==> src/rtl/ssy_arb_pkg.sv <==
// Shared types and constants for the round-robin grant scheduler.
//   state_e   : scheduler state encoding (IDLE / SETUP / GRANT)
//   DEF_*     : default setup and grant lengths in cycles
//   cnt_width : width of the phase down-counter for given setup/hold lengths
package ssy_arb_pkg;

  typedef enum logic [1:0] {
    ST_IDLE  = 2'd0,
    ST_SETUP = 2'd1,
    ST_GRANT = 2'd2
  } state_e;

  localparam int unsigned DEF_SETUP_CYCLES = 2;
  localparam int unsigned DEF_HOLD_CYCLES  = 1;

  // Counter must hold max(setup, hold) - 1; sized as clog2(max + 1).
  function automatic int unsigned cnt_width(input int unsigned setup_cycles,
                                            input int unsigned hold_cycles);
    int unsigned m;
    m = (setup_cycles > hold_cycles) ? setup_cycles : hold_cycles;
    return $clog2(m + 32'd1);
  endfunction

endpackage

==> src/rtl/rr_pick.sv <==
// Rotate-priority encoder: finds the first set request starting at ptr and
// wrapping modulo NUM_REQ.
//   req      : request vector
//   ptr      : index searched first
//   any_c    : at least one request is set
//   winner_c : index of the selected request (0 when none)
module rr_pick #(
  parameter int unsigned NUM_REQ = 4
) (
  input  logic [NUM_REQ-1:0]         req,
  input  logic [$clog2(NUM_REQ)-1:0] ptr,
  output logic                       any_c,
  output logic [$clog2(NUM_REQ)-1:0] winner_c
);

  localparam int unsigned IDW = $clog2(NUM_REQ);

  int unsigned idx;

  // Walk the ring from ptr; the first hit wins.
  always_comb begin
    any_c    = 1'b0;
    winner_c = '0;
    idx      = 0;
    for (int unsigned i = 0; i < NUM_REQ; i++) begin
      idx = 32'(ptr) + i;
      if (idx >= NUM_REQ) idx = idx - NUM_REQ;
      if (!any_c && req[IDW'(idx)]) begin
        any_c    = 1'b1;
        winner_c = IDW'(idx);
      end
    end
  end

endmodule

==> src/rtl/rr_grant_sched.sv <==
// Round-robin scheduler for one single-owner resource with a fixed
// request -> setup -> grant -> idle handshake. Arbitration only in IDLE.
//   clk, reset_n : clock, synchronous active-low reset
//   req          : level request per requester
//   done         : early release by the owner, honoured only in GRANT
//   gnt          : one-hot grant, high only in GRANT
//   gnt_id       : index of current or last owner
//   busy / idle  : SETUP-or-GRANT / IDLE status
module rr_grant_sched
  import ssy_arb_pkg::*;
#(
  parameter int unsigned NUM_REQ      = 4,
  parameter int unsigned SETUP_CYCLES = DEF_SETUP_CYCLES,
  parameter int unsigned HOLD_CYCLES  = DEF_HOLD_CYCLES
) (
  input  logic                       clk,
  input  logic                       reset_n,
  input  logic [NUM_REQ-1:0]         req,
  input  logic                       done,
  output logic [NUM_REQ-1:0]         gnt,
  output logic [$clog2(NUM_REQ)-1:0] gnt_id,
  output logic                       busy,
  output logic                       idle
);

  localparam int unsigned IDW = $clog2(NUM_REQ);
  localparam int unsigned CW  = cnt_width(SETUP_CYCLES, HOLD_CYCLES);

  state_e             state;
  logic [IDW-1:0]     owner;
  logic [IDW-1:0]     ptr;
  logic [CW-1:0]      cnt;
  logic [NUM_REQ-1:0] gnt_q;
  logic               busy_q;
  logic               idle_q;

  logic               pick_any_c;
  logic [IDW-1:0]     pick_id_c;
  logic [IDW-1:0]     ptr_next_c;
  logic [NUM_REQ-1:0] owner_onehot_c;

  rr_pick #(
    .NUM_REQ (NUM_REQ)
  ) u_pick (
    .req      (req),
    .ptr      (ptr),
    .any_c    (pick_any_c),
    .winner_c (pick_id_c)
  );

  // Priority moves to the requester just after the one that was served.
  assign ptr_next_c     = (owner == IDW'(NUM_REQ - 1)) ? '0 : owner + 1'b1;
  assign owner_onehot_c = {{(NUM_REQ-1){1'b0}}, 1'b1} << owner;

  // Scheduler FSM; status outputs are updated together with the state.
  always_ff @(posedge clk) begin
    if (!reset_n) begin
      state  <= ST_IDLE;
      owner  <= '0;
      ptr    <= '0;
      cnt    <= '0;
      gnt_q  <= '0;
      busy_q <= 1'b0;
      idle_q <= 1'b1;
    end else begin
      unique case (state)
        ST_IDLE: begin
          if (pick_any_c) begin
            owner  <= pick_id_c;
            cnt    <= CW'(SETUP_CYCLES - 1);
            state  <= ST_SETUP;
            busy_q <= 1'b1;
            idle_q <= 1'b0;
          end
        end
        ST_SETUP: begin
          if (cnt != '0) begin
            cnt <= cnt - 1'b1;
          end else begin
            cnt   <= CW'(HOLD_CYCLES - 1);
            state <= ST_GRANT;
            gnt_q <= owner_onehot_c;
          end
        end
        ST_GRANT: begin
          if (done || (cnt == '0)) begin
            state  <= ST_IDLE;
            ptr    <= ptr_next_c;
            gnt_q  <= '0;
            busy_q <= 1'b0;
            idle_q <= 1'b1;
          end else begin
            cnt <= cnt - 1'b1;
          end
        end
        default: begin
          state  <= ST_IDLE;
          gnt_q  <= '0;
          busy_q <= 1'b0;
          idle_q <= 1'b1;
        end
      endcase
    end
  end

  assign gnt    = gnt_q;
  assign gnt_id = owner;
  assign busy   = busy_q;
  assign idle   = idle_q;

endmodule

==> config.mk <==
export PLATFORM = sky130hd
export DESIGN_NAME = rr_grant_sched
export DESIGN_NICKNAME = d
export VERILOG_FILES = /design/src/rtl/ssy_arb_pkg.sv /design/src/rtl/rr_pick.sv /design/src/rtl/rr_grant_sched.sv
export SDC_FILE = /design/constraint.sdc
export NUM_CORES = 1
export LEC_CHECK = 0
export ABC_AREA = 1
export CELL_PAD_IN_SITES_DETAIL_PLACEMENT = 1
export CELL_PAD_IN_SITES_GLOBAL_PLACEMENT = 2
export CORE_UTILIZATION = 32
export CTS_BUF_LIST = sky130_fd_sc_hd__clkbuf_16
export DETAILED_ROUTE_END_ITERATION = 10
export PLACE_DENSITY = 0.86
export RECOVER_POWER = 100
export SYNTH_ARGS = -nofsm -noshare
export SYNTH_HDL_FRONTEND = slang
export SYNTH_SLANG_ARGS = --single-unit
==> constraint.sdc <==
create_clock -name clk -period 2.8 [get_ports clk]
set_input_delay 0.56 -clock clk [delete_from_list [all_inputs] [get_ports clk]]
set_output_delay 0.56 -clock clk [all_outputs]
set_load 0.005 [all_outputs]
Word-level counts from Yosys, hierarchy flattened
Index checks and enable logic that the tools add are counted.
Storage, ports and cells
  bits in read-only memories: 0
  flip-flop bits (word level): 14
  latch bits: 0
  memories kept: 0
  bits of input ports: 7
  logic and storage cells: 88
  output and inout port bits: 8
  RAM bits: 0
Operators by class
  bitwise logic cells: 2
  equal/unequal tests: 7
  order comparisons: 8
  muxes and demuxes: 37
  shifts and indexed selects: 1
  $mul: 0
  reductions and logical operators: 17
  $add $sub $neg: 9
  divide/modulo/power cells: 0
Operator list (count)
  $mux W2: 14
  $lt A2 B3 Y1 const B: 4
  $mux W1: 12
  $pmux W2 S3: 2
  $pmux W4 S3: 1
  $reduce_and A3 Y1: 4
  $sub A2 B1 Y2 const B: 5
  $ge A3 B3 Y1 const B: 3
  $bmux W1 S2: 4
  $mux W4: 2
  $ne A2 B2 Y1 const B: 4
  $add A2 B2 Y3 const B: 2
  $pmux W1 S3: 2
  $eq A2 B2 Y1 const B: 2
  $logic_not A2 Y1: 2
  $reduce_and A2 Y1: 2
  $shl A1 B2 Y4 const A: 1
  $add A2 B1 Y3 const B: 1
  $ge A2 B3 Y1 const B: 1
  $logic_and A1 B1 Y1: 3
  $logic_not A1 Y1: 3
  $reduce_bool A3 Y1: 1
  $add A2 B1 Y2 const B: 1
  $eq A2 B1 Y1 const B: 1
  3 further kinds: 4

Longest topological paths before layout
  depth after elaboration: 16
  depth in mapped cells: 13
  gate-level depth less buffers: 12

Cells and area by module
From an unflattened synthesis, not the netlist that was laid out.
Unflattened totals
  cell total of the unflattened synthesis: 177
  area total of the unflattened synthesis: 1179.9 sq um
Modules (own cells, without submodules)
  rr_grant_sched: instances 1, seq. area each 280.3 sq um, area an instance 860.8 sq um, cells an instance 118
  rr_pick: instances 1, seq. area each 0.0 sq um, area an instance 319.1 sq um, cells an instance 59

Worst setup path after synthesis
No wires, ideal clock.
  kind: input to register
  from: input req[3]
  to: register owner[1], in the netlist gnt_id[1]
  stages on the path: 10
  slack: 1.362 ns
  path buffers: 0
  data arrival time: 1.325 ns
  library setup time: 0.112 ns
  data required time: 2.688 ns
  cell sequence: inv_1 nand2_1 nand3_1 nand2_4 nor2_8 nand3_2 nand2_2 nand2_1 nand2_1 nor2_2
On the way
  longest elaborated chain between the ends: 13
  elaborated cells on any way between the ends: 23
  classes of those cells: mux: 16; reduce/logical: 7
Ends and longest elaborated chain
  start, declared: line rr_grant_sched.sv:18  | input logic [NUM_REQ-1:0] req,
  $bmux W1 S2: line rr_pick.sv:28  | if (!any_c && req[IDW'(idx)]) begin
  $mux W1 (implied by the code): line rr_pick.sv:28
  $mux W1: line rr_pick.sv:28
  $logic_not A1 Y1: line rr_pick.sv:28
  $logic_and A1 B1 Y1: line rr_pick.sv:28
  $mux W1: line rr_pick.sv:28
  $logic_not A1 Y1: line rr_pick.sv:28
  $logic_and A1 B1 Y1: line rr_pick.sv:28
  $mux W1: line rr_pick.sv:28
  $logic_not A1 Y1: line rr_pick.sv:28
  $logic_and A1 B1 Y1: line rr_pick.sv:28
  $mux W1: line rr_pick.sv:28
  $reduce_and A2 Y1 (no line)
  end signal, assigned: line rr_grant_sched.sv:69  | owner <= pick_id_c;
  end, declared: line rr_grant_sched.sv:30  | logic [IDW-1:0] owner;
Several ways; a longest one is shown, not always the timed one. The select of a mux whose other input is x is not followed.
A chain may end at the register's enable or synchronous reset.

Final worst setup path
  from: input req[1]
  to: register busy_q, in the netlist busy
On the way
  longest elaborated chain between the ends: 14
  elaborated cells on any way between the ends: 20
  classes of those cells: eq/ne: 1; mux: 12; reduce/logical: 7
Ends and longest elaborated chain
  $bmux W1 S2: line rr_pick.sv:28
  $mux W1 (implied by the code): line rr_pick.sv:28
  $mux W1: line rr_pick.sv:28
  $logic_not A1 Y1: line rr_pick.sv:28
  $logic_and A1 B1 Y1: line rr_pick.sv:28
  $mux W1: line rr_pick.sv:28
  $logic_not A1 Y1: line rr_pick.sv:28
  $logic_and A1 B1 Y1: line rr_pick.sv:28
  $mux W1: line rr_pick.sv:28
  $logic_not A1 Y1: line rr_pick.sv:28
  $logic_and A1 B1 Y1: line rr_pick.sv:28
  $mux W1 *: line rr_pick.sv:28
  $ne A2 B2 Y1 (no line) *
  $reduce_and A3 Y1 (no line) *
  end signal, assigned: line rr_grant_sched.sv:63  | busy_q <= 1'b0;
  end signal, assigned: line rr_grant_sched.sv:72  | busy_q <= 1'b1;
  end signal, assigned: line rr_grant_sched.sv:90  | busy_q <= 1'b0;
  end, declared: line rr_grant_sched.sv:34  | logic busy_q;
Every way passes the cells marked *; elsewhere a longest branch is shown, timed or not. The select of a mux whose other input is x is not followed.

==> run summary <==
status -> finished, final reports clean
Yosys reg bits -> 14
Slew Limit Fails -> 0
cell area power density -> 1045 nW/um^2
DR DRC count -> 0
hold path start -> idle
total grt overflow -> 0
CTS Sinks -> 14
Critical Path Start Type -> input pin
Distinct cells, synth -> 21
CP required -> 2980 ps
simple-gate portion of the synthesized area -> 39.70%
crit end category -> register
delay-heaviest family, CP -> simple AND/OR/NAND/NOR gates
Initial Util -> 34.44%
Die Span Y -> 59.79 um
number of synthesized flops with an enable pin -> 0
critical path, cell by cell -> clkdlybuf4s50_1 -> inv_1 -> nand2_1 -> nand3_1 -> nand2_4 -> nor2_1 -> nand4_1 -> nand2_4 -> nand2_2 -> a21oi_2
Post-Synth XOR/XNOR Area -> 0%
DR pass1 iterations -> 4
worst r2r dst -> busy
Final ANT Viol Nets -> 0
WP buf/inv -> 2
syn_nets -> 173
clock root cell -> clkbuf_16
commonest non-fill, non-tap cell in the layout -> nand2_1
async set or reset register ratio after synthesis -> 0%
Max transition margin -> 71.76%
H-tree depth -> 1
clock latency on the worst-skew pair -> 250 ps
Post-Synth Adder-Cell Area -> 12.88%
Post-Synthesis Cells -> 155
end of the worst hold path -> idle
setup TNS -> 0 ps
layout net count -> 190
Worst Tran Pin Value -> 423.1 ps
Synth Area in Compound Gates -> 9.836%
Yosys warning total -> 0
vias in the first global route -> 1003
layout cells sized above 1 -> 9.357%
final setup violation count -> 0
Post-synth top flop -> dfxtp_1
DRT Wirelength -> 2647 um
post-layout util -> 41.41%
DR vias -> 1006
Setup Fix Bufs, Post-CTS -> 0
main combinational cell family by area after synthesis -> simple AND/OR/NAND/NOR gates
die width -> 59.79 um
most frequent cells in the layout -> 42 x nand2_1, 24 x inv_1, 16 x nand3_1
Hold Path Cell Cnt -> 2
max_cap viols -> 0
max incr delay on CP -> 420 ps
number of core rows -> 20
Vias/cell -> 4.679
Pwr Total -> 1343 uW
pin count of the biggest net entering global routing -> 10
cell mode on critical path -> nand2_4
first-pass GRT wire length -> 4643 um
CORE AREA -> 3103 um^2
CP max stage cell -> clkdlybuf4s50_1
GPL Wtd Cong -> 0.7409
skew final -> 2.032 ps
Post-Syn Area -> 1069 um^2
maximum VDD drop -> 0.3307 mV
clock buffer depth -> 2
CP Max Fanout -> 6
worst r2r src -> ptr[0]
CTS tree -> done
synth-to-layout area growth -> 20.26%
all-layer global routing usage -> 17.35%
R2R depth -> 8
worst path arrival time -> 2330 ps
wire per inst -> 12.31 um
syn_area_per_cell -> 6.894 um^2
Post-CTS Resized -> 0
Antenna diodes -> 0
Register Area -> 280.3 um^2
FILL cells -> 434
DIE AREA -> 3574 um^2
CTS Hold Bufs -> 0
clock slew at reported path FFs -> 50 ps
final worst-path cycle share -> 76.54%
Hold Path Class -> register to register
Final HPWL DP -> 2003 um
fmax -> 466.6 MHz
post-synthesis mux area share -> 0%
CP Class -> input pin to register
RSZ-0062 raised after global routing -> false
FF-to-FF setup slack -> 800 ps
Leakage -> 0.0006465 uW
drt initial violations -> 28
Ports -> 15
Hold Vio Cnt, Final -> 0
I/O Buffers -> 14
footprint of the multi-input gates -> 628.1 um^2
CTS buffer count -> 3
initial antenna violation count -> 0
sequential cell area fraction in the yosys report -> 26.23%
min Tclk post-route -> 2143 ps
cell usage after synthesis, types with 4 or more instances:
cell type | n | area (um^2)
nand3_1 | 15 | 75.07
nor2_1 | 8 | 30.03
a21oi_1 | 14 | 70.07
nand4_1 | 4 | 25.02
nand2_4 | 4 | 45.04
nand2_2 | 6 | 37.54
nand2_1 | 41 | 153.9
o21ai_0 | 4 | 20.02
dfxtp_1 | 14 | 280.3
inv_1 | 24 | 90.09
ha_1 | 11 | 137.6
worst max-delay path by stage:
| stage | start | end | slack, ps | cells past startpoint |
|---|---|---|---|---|
| 3_5_place_dp | req[1] | gnt_id[1] | 760 | 11 |
| 6_report | req[1] | busy | 660 | 10 |
| 5_1_grt | req[1] | cnt[1] | 510 | 10 |
| 2_1_floorplan | req[3] | gnt_id[1] | 1360 | 10 |
| 4_1_cts | req[2] | gnt_id[1] | 990 | 11 |
| 3_3_place_gp | req[1] | gnt_id[1] | 800 | 11 |
cells by family after synthesis:
| logic type | count (synthesis) |
|---|---|
| compound gates | 20 |
| fa+ha+maj | 11 |
| buf+inv | 28 |
| flops | 14 |
| simple gates | 82 |
registers in the layout (all words and copies together) (netlist names):
register	cells
cnt	2
state	2
busy	1
gnt	4
gnt_id	2
ptr	2
idle	1
cell type report:
cell class | count | area share [%]
Clock inverter | 1 | 0.2921
Tap cell | 44 | 4.284
Clock buffer | 3 | 5.842
Multi-Input combinational cell | 113 | 48.88
Timing Repair Buffer | 14 | 10.91
Inverter | 26 | 7.984
Sequential cell | 14 | 21.81
power breakdown:
part           switching [uW]  leakage, uW  internal (uW)
Sequential               73.2     0.000115            265
Combinational             463     0.000493            263
Clock                    88.9    0.0000385            189
metal layers:
layer  up-vias  track usage (%)  share of wire [%]
met5         -                0                  0
met4         0            4.983               0.94
met3         2            3.896                2.5
met2        15            28.25                 48
met1       466            22.76                 49
li1        523                -                  -
stage by stage:
step	hold slack (ps)	instance area, um^2	setup WS [ps]	instances
floorplan	451.6	1069	1362	155
finish	458.0	1285	656.9	215
CTS	467.4	1324	987.9	215
detailed placement	454.1	1245	763.4	211
global route	481.1	1285	507.8	215
global placement	438.2	1245	795.1	211
worst reg2reg max path, delay by kind of cell, from the launching register on:
family / cells / cell delay [ps]
AOI/OAI and AO/OA: 1 / 100
DFF: 1 / 570
and+or+nand+nor: 7 / 1260
No activity file was read; power rests on OpenSTA's default activity.
